===== config.mk =====
export PLATFORM = sky130hd
export DESIGN_NAME = data_mem_arbiter
export DESIGN_NICKNAME = d
export VERILOG_FILES = /design/src/rtl/data_mem_arbiter.sv
export SDC_FILE = /design/constraint.sdc
export NUM_CORES = 1
export LEC_CHECK = 0
export CORE_AREA = 3 3 203 205
export CTS_CLUSTER_SIZE = 40
export DETAILED_ROUTE_END_ITERATION = 16
export DIE_AREA = 0 0 206 208
export GPL_TIMING_DRIVEN = 0
export SYNTH_ARGS = -nofsm -noshare
export SYNTH_HDL_FRONTEND = slang
export SYNTH_SLANG_ARGS = --single-unit

===== constraint.sdc =====
create_clock -name clk -period 11.3 [get_ports clk]
set_input_delay 3.39 -clock clk [delete_from_list [all_inputs] [get_ports clk]]
set_output_delay 3.39 -clock clk [all_outputs]
set_load 0.01 [all_outputs]

===== src/rtl/data_mem_arbiter.sv =====
// Grants one load and one store per cycle to the data BRAM via round-robin; load data returns 1 cycle after the grant.
// A load colliding with the same-cycle store is withheld; responses cannot be back-pressured.
module data_mem_arbiter #(
    parameter int NUM_REQ = 4,
    parameter int ADDR_W  = 10,
    parameter int DATA_W  = 64
) (
    input  logic                      clk,
    input  logic                      rst,
    input  logic [NUM_REQ-1:0]        req_valid,
    input  logic [NUM_REQ-1:0]        req_we,
    input  logic [NUM_REQ*ADDR_W-1:0] req_addr,
    input  logic [NUM_REQ*DATA_W-1:0] req_wdata,
    output logic [NUM_REQ-1:0]        req_ready,
    output logic [NUM_REQ-1:0]        rsp_valid,
    output logic [DATA_W-1:0]         rsp_data,
    output logic                      mem_ld_en,
    output logic [ADDR_W-1:0]         mem_ld_addr,
    input  logic [DATA_W-1:0]         mem_ld_data,
    output logic                      mem_st_en,
    output logic [ADDR_W-1:0]         mem_st_addr,
    output logic [DATA_W-1:0]         mem_st_data
);
    localparam int PTR_W = (NUM_REQ > 1) ? $clog2(NUM_REQ) : 1;

    logic [PTR_W-1:0]   ld_ptr, st_ptr;
    logic               tag_vld;
    logic [PTR_W-1:0]   tag_idx;
    logic [NUM_REQ-1:0] ld_cand, st_cand;
    logic               ld_hit, st_hit, ld_gnt, st_gnt;
    logic [PTR_W-1:0]   ld_sel, st_sel;
    logic [ADDR_W-1:0]  ld_addr_sel, st_addr_sel;
    logic [DATA_W-1:0]  st_data_sel;

    function automatic logic [PTR_W-1:0] wrap_add(input logic [PTR_W-1:0] base, input int off);
        return PTR_W'((int'(base) + off) % NUM_REQ);
    endfunction

    assign ld_cand = req_valid & ~req_we;
    assign st_cand = req_valid & req_we;

    // Scan from the farthest offset down so the candidate nearest the pointer is written last and wins.
    always_comb begin
        ld_hit = 1'b0;
        ld_sel = '0;
        st_hit = 1'b0;
        st_sel = '0;
        for (int k = NUM_REQ - 1; k >= 0; k--) begin
            if (ld_cand[wrap_add(ld_ptr, k)]) begin
                ld_hit = 1'b1;
                ld_sel = wrap_add(ld_ptr, k);
            end
            if (st_cand[wrap_add(st_ptr, k)]) begin
                st_hit = 1'b1;
                st_sel = wrap_add(st_ptr, k);
            end
        end
    end

    assign ld_addr_sel = req_addr[int'(ld_sel)*ADDR_W +: ADDR_W];
    assign st_addr_sel = req_addr[int'(st_sel)*ADDR_W +: ADDR_W];
    assign st_data_sel = req_wdata[int'(st_sel)*DATA_W +: DATA_W];

    // Reset gates the grants so nothing reaches the BRAM or the requesters while it is held.
    assign st_gnt = st_hit && !rst;
    assign ld_gnt = ld_hit && !rst && !(st_gnt && (ld_addr_sel == st_addr_sel));

    assign req_ready = (st_gnt ? (NUM_REQ'(1) << st_sel) : '0)
                     | (ld_gnt ? (NUM_REQ'(1) << ld_sel) : '0);

    assign mem_ld_en   = ld_gnt;
    assign mem_ld_addr = ld_gnt ? ld_addr_sel : '0;
    assign mem_st_en   = st_gnt;
    assign mem_st_addr = st_gnt ? st_addr_sel : '0;
    assign mem_st_data = st_gnt ? st_data_sel : '0;

    assign rsp_valid = tag_vld ? (NUM_REQ'(1) << tag_idx) : '0;
    assign rsp_data  = tag_vld ? mem_ld_data : '0;

    always_ff @(posedge clk or posedge rst) begin
        if (rst) begin
            ld_ptr  <= '0;
            st_ptr  <= '0;
            tag_vld <= 1'b0;
            tag_idx <= '0;
        end else begin
            if (st_gnt) st_ptr <= wrap_add(st_sel, 1);
            if (ld_gnt) begin
                ld_ptr  <= wrap_add(ld_sel, 1);
                tag_idx <= ld_sel;
            end
            tag_vld <= ld_gnt;
        end
    end
endmodule


# After elaboration in Yosys (flattened, before gate mapping)
# Cells that the tools add are included.
# word_totals
register_bits,7
latch_bits,0
mem_bits_rw,0
mem_bits_ro,0
out_inout_bits,158
elab_cells,78
n_memories,0
# classes
add_sub_neg,8
n_mul,2
div_mod_pow,0
order_cmp,8
eq_ne,1
shift,6
n_mux,39
bitwise_logic,4
n_reduce_logical,6
# op_table
cell,count
$shiftx A256 B9 Y64,1
$mux W64,2
$shiftx A40 B7 Y10,2
$lt A2 B3 Y1 const B,8
$mux W10,2
$bmux W1 S2,8
$mux W1,16
$mux W2,8
$mux W4,3
$shl A1 B2 Y4 const A,3
$eq A10 B10 Y1,1
$mul A2 B3 Y5 const B,2
$add A2 B1 Y2 const B,4
$add A2 B2 Y2 const B,4
$and A4 B4 Y4,2
$logic_and A1 B1 Y1,4
$not A4 Y4,1
$or A4 B4 Y4,1
$logic_not A1 Y1,2

# Depth between registers and ports, before layout
# logic_depth
ltp_word,16
depth_mapped,11
depth_no_buf,10

# Worst setup path before layout
# Ideal clock, no wire load.
# synth_timing
kind,input to output
from,input port req_valid[0]
to,output port req_ready[0]
arrival_time_ns,5.929
setup_slack_ns,1.981
cell_stages,9
n_path_buf,1
cell_sequence,nor2b_1 -> a221o_1 -> a21oi_4 -> mux4_1 -> xnor2_1 -> nand4_1 -> o31ai_4 -> buf_6 -> o21ai_0
# synth_between
elab_chain_cells,15
# synth_lines
item,line,text
start: declaration,10,"input logic [NUM_REQ-1:0] req_valid,"
$and A4 B4 Y4 (on tied branches),"39, 40",
$bmux W1 S2 (on tied branches),"49, 53",
$mux W1 (on tied branches),"49, 53",
$mux W2 (on tied branches) (4 in series),"49, 53",
$mul A2 B3 Y5 (on tied branches),"60, 61",
$shiftx A40 B7 Y10 (on tied branches),"60, 61",
$eq A10 B10 Y1,66,assign ld_gnt = ld_hit && !rst && !(st_gnt && (ld_addr_sel == st_addr_sel));
$logic_and A1 B1 Y1,66,
$logic_not A1 Y1,66,
$logic_and A1 B1 Y1,66,
$mux W4,69,| (ld_gnt ? (NUM_REQ'(1) << ld_sel) : '0);
$or A4 B4 Y4 (*),69,
end: declaration,14,"output logic [NUM_REQ-1:0] req_ready,"
# Every way passes the cells marked *; elsewhere a longest branch is shown, timed or not. The select of a mux whose other input is x is not followed.

# Final worst setup path
# layout_timing
from,input port req_valid[3]
to,output port mem_st_data[55]
# layout_between
elab_chain_cells,9
# layout_lines
item,line,text
$and A4 B4 Y4 (*),40,assign st_cand = req_valid & req_we;
$bmux W1 S2,53,"if (st_cand[wrap_add(st_ptr, k)]) begin"
$mux W1 (not written as such),53,
$mux W2 or $mux W1 (tied branches) (4 in series),53,
$shiftx A256 B9 Y64 or $logic_and A1 B1 Y1 (tied branches),"62, 65",
$mux W64 (*),75,assign mem_st_data = st_gnt ? st_data_sel : '0;
end: declaration,22,output logic [DATA_W-1:0] mem_st_data
# Marked as above.

==> impl_results.md <==
* Drt total wl at 34600 um
* H-tree levels at 1
* Post-Syn Nets at 1054
* WL/cell at 20.0 um
* Leak at 3.95 nW
* Pin count of the biggest net entering global routing at 12
* Clk network pwr share at 0.083
* Ant diodes at 0
* Critical path endpoint category: output pin
* Via/cell ratio at 4.17
* Pre-CTS setup slack at -89.3 ps
* Comb power frac at 0.861
* Min-Delay Path Class: reg -> reg
* IO Port Bufs at 527
* Total GRT Usage at 0.148
* Async S/R FF share, synth at 1.00
* Worst skew pair latency at 230 ps
* Mapped Area at 4040 um^2
* Fin crit share at 0.975
* Sink Count at 7
* Mapped Avg Cell Area at 5.97 um^2
* Slew @ Worst Pin at 794 ps
* Total iterations of the first detailed-routing run at 5
* Area delta synth->final at 149%
* Max Used Layer: met4
* Area leader, netlist: nand2_1
* Reg power frac at 0.056
* Critical path startpoint category: primary input
* Ys Warns at 0
* Switch share at 0.452
* Hold_buf cts at 0
* Global placement routability congestion at 0.893
* TritonCTS clock tree: yes
* Total gr overflow at 0
* Cts bufs inserted at 3
* Routed met1 length at 12800 um
* DRT iter0 DRCs at 321
* Final setup violation count at 0
* First-pass GRT wire length at 47700 um
* Prevailing post-synth register cell: dfrtp_1
* Count leader, synth: nand2_1
* Num rows at 73
* Synth top area share at 0.262
* Clock Skew at 3.00 ps
* Gate Count Post-Synth at 676
* Crit path arrival time at 7630 ps
* Reg clk slew, reported paths at 40 ps
* Run status: completed
* FILL cells at 4393
* Power Internal at 0.000407 W
* Yosys reg bits at 7
* Core area at 39600 um^2
* DR WL met2 at 17800 um
* Max-slew violations at 0
* Bufs on Longest Clock Path at 2
* Post-synth top cells: 282 x nand2_1, 74 x and2_1, 65 x and3_1
* Setup bufs post-CTS at 0
* VDD IR-drop max at 0.0000301 V
* Crit path kind: in -> out
* Root Buffer: clkbuf_16
* PwrDens at 73.7 nW/um^2
* Distinct cells, synth at 43
* Net switching power at 0.000335 W
* Crit path time final at 11020 ps
* CP Max Fanout at 10
* Detailed-route via count at 7224
* I/O Pins at 528
* Starting Density at 0.102
* Initial antenna violation count at 0
* Final core utilization at 0.254
* Die height at 208 um
* F_max at 0.0907 GHz
* Worst setup margin at 279 ps
* DRC at 0
* Slew Limit Headroom at 0.467
* Fin Hold WS at 561 ps
* Final Hold Violating Endpoints at 0
* Setup TNS at 0 ps
* Post-synth EDFFs at 0
* Maxcap violations at 0
* Share of layout cells above drive strength 1 at 0.0199
* Die Wd at 206 um
* Synth area leaders: nand2_1 26%, a311oi_1 14%, and2_1 11%
* Final nets at 1586
* ANT nets after route at 0
* Metal3 WL at 3140 um
* CP required at 7910 ps
* Register area share after synthesis at 0.0434
* HPWL after DPL at 29700 um
* RSZ-0062 raised after global routing: false
* Full die area at 42800 um^2
* Number of global-route vias before repair at 7507
path summary, 6_finish.rpt:
check / startpoint / to / slack (ps) / cells after the start
min in group asynchronous: rst / ld_ptr[0] / 3480 / 2
setup / recovery: req_valid[3] / mem_st_data[55] / 280 / 11
max in group asynchronous: rst / ld_ptr[1] / 7580 / 2
hold / removal: ld_ptr[0] / ld_ptr[0] / 560 / 2
hold reg to reg: ld_ptr[0] / ld_ptr[0] / 560 / 2
setup reg to reg: st_ptr[1] / ld_ptr[0] / 7740 / 11
worst max-delay path: stages:
cell	delay, ps
clkdlybuf4s50_1	550
and2_1	210
o22ai_1	130
a21oi_4	470
buf_2	390
clkbuf_1	550
clkbuf_1	460
nand2_1	140
and3_1	190
a311oi_1	470
clkdlybuf4s50_1	650
routing by layer:
| layer | GRT usage | vias to the layer above |
|---|---|---|
| li1 | - | 3395 |
| met1 | 0.161 | 3365 |
| met2 | 0.286 | 430 |
| met3 | 0.0321 | 34 |
| met4 | 0.0360 | 0 |
| met5 | 0 | - |
power groups by stage:
| stage | registers (W) | logic [W] | clock network [W] |
|---|---|---|---|
| after detailed placement | 0.0000411 | 0.000642 | 0 |
| after global routing | 0.0000427 | 0.000687 | 0.0000646 |
| after global placement | 0.0000404 | 0.000638 | 0 |
| after CTS | 0.0000412 | 0.000647 | 0.0000623 |
| after floorplan | 0.0000385 | 0.000284 | 0 |
| final | 0.0000414 | 0.000639 | 0.0000616 |
kinds of logic (layout without fill, tap and decap cells):
kind of cell / Yosys count / count (layout) / synth area share
xor gates and xnor gates: 10 / 10 / 0.0217
and+or+nand+nor: 449 / 449 / 0.519
muxes: 31 / 31 / 0.124
AOI/OAI and AO/OA: 92 / 92 / 0.190
DFF: 7 / 7 / 0.0434
buffers and inverters: 79 / 610 / 0.0784
adders and majority gates: 8 / 8 / 0.0248
stage by stage:
| step | power (W) | instance area [um^2] | instances |
|---|---|---|---|
| 6_report | 0.000742 | 10100 | 1732 |
| 5_1_grt | 0.000795 | 10100 | 1732 |
| 4_1_cts | 0.000751 | 10100 | 1732 |
| 3_5_place_dp | 0.000683 | 9970 | 1728 |
| 3_3_place_gp | 0.000678 | 9970 | 1728 |
| 2_1_floorplan | 0.000322 | 4040 | 676 |
flip-flops by register name (all words and copies together) (netlist names):
register  count
tag_idx       2
ld_ptr        2
tag_vld       1
st_ptr        2
final cells by class:
class                      instances  area [um^2]  share of cell area
buffer                            62          256              0.0255
tap                              525          657              0.0653
timing repair buffer             527         5280               0.524
inverter                          17         63.8             0.00634
clock buffer                       4         78.8             0.00783
sequential                         7          175              0.0174
multi-input combinational        590         3560               0.354
repair_timing:
action / in CTS / in global routing
gates cloned: 0 / 0
gates resized for setup: 3 / 4
setup endpoints to repair: 9 / 9
cells in the final DEF (no fill, tap or decap), types with 7 or more instances in the layout:
| cell | n |
|---|---|
| nor2_1 | 9 |
| clkbuf_1 | 53 |
| and3_1 | 65 |
| clkdlybuf4s50_1 | 527 |
| dfrtp_1 | 7 |
| ha_1 | 8 |
| and2_1 | 74 |
| xnor2_1 | 7 |
| inv_1 | 16 |
| nand2_1 | 282 |
| a311oi_1 | 64 |
| o21ai_0 | 9 |
| mux2i_1 | 15 |
No activity file was read; power rests on OpenSTA's default activity.
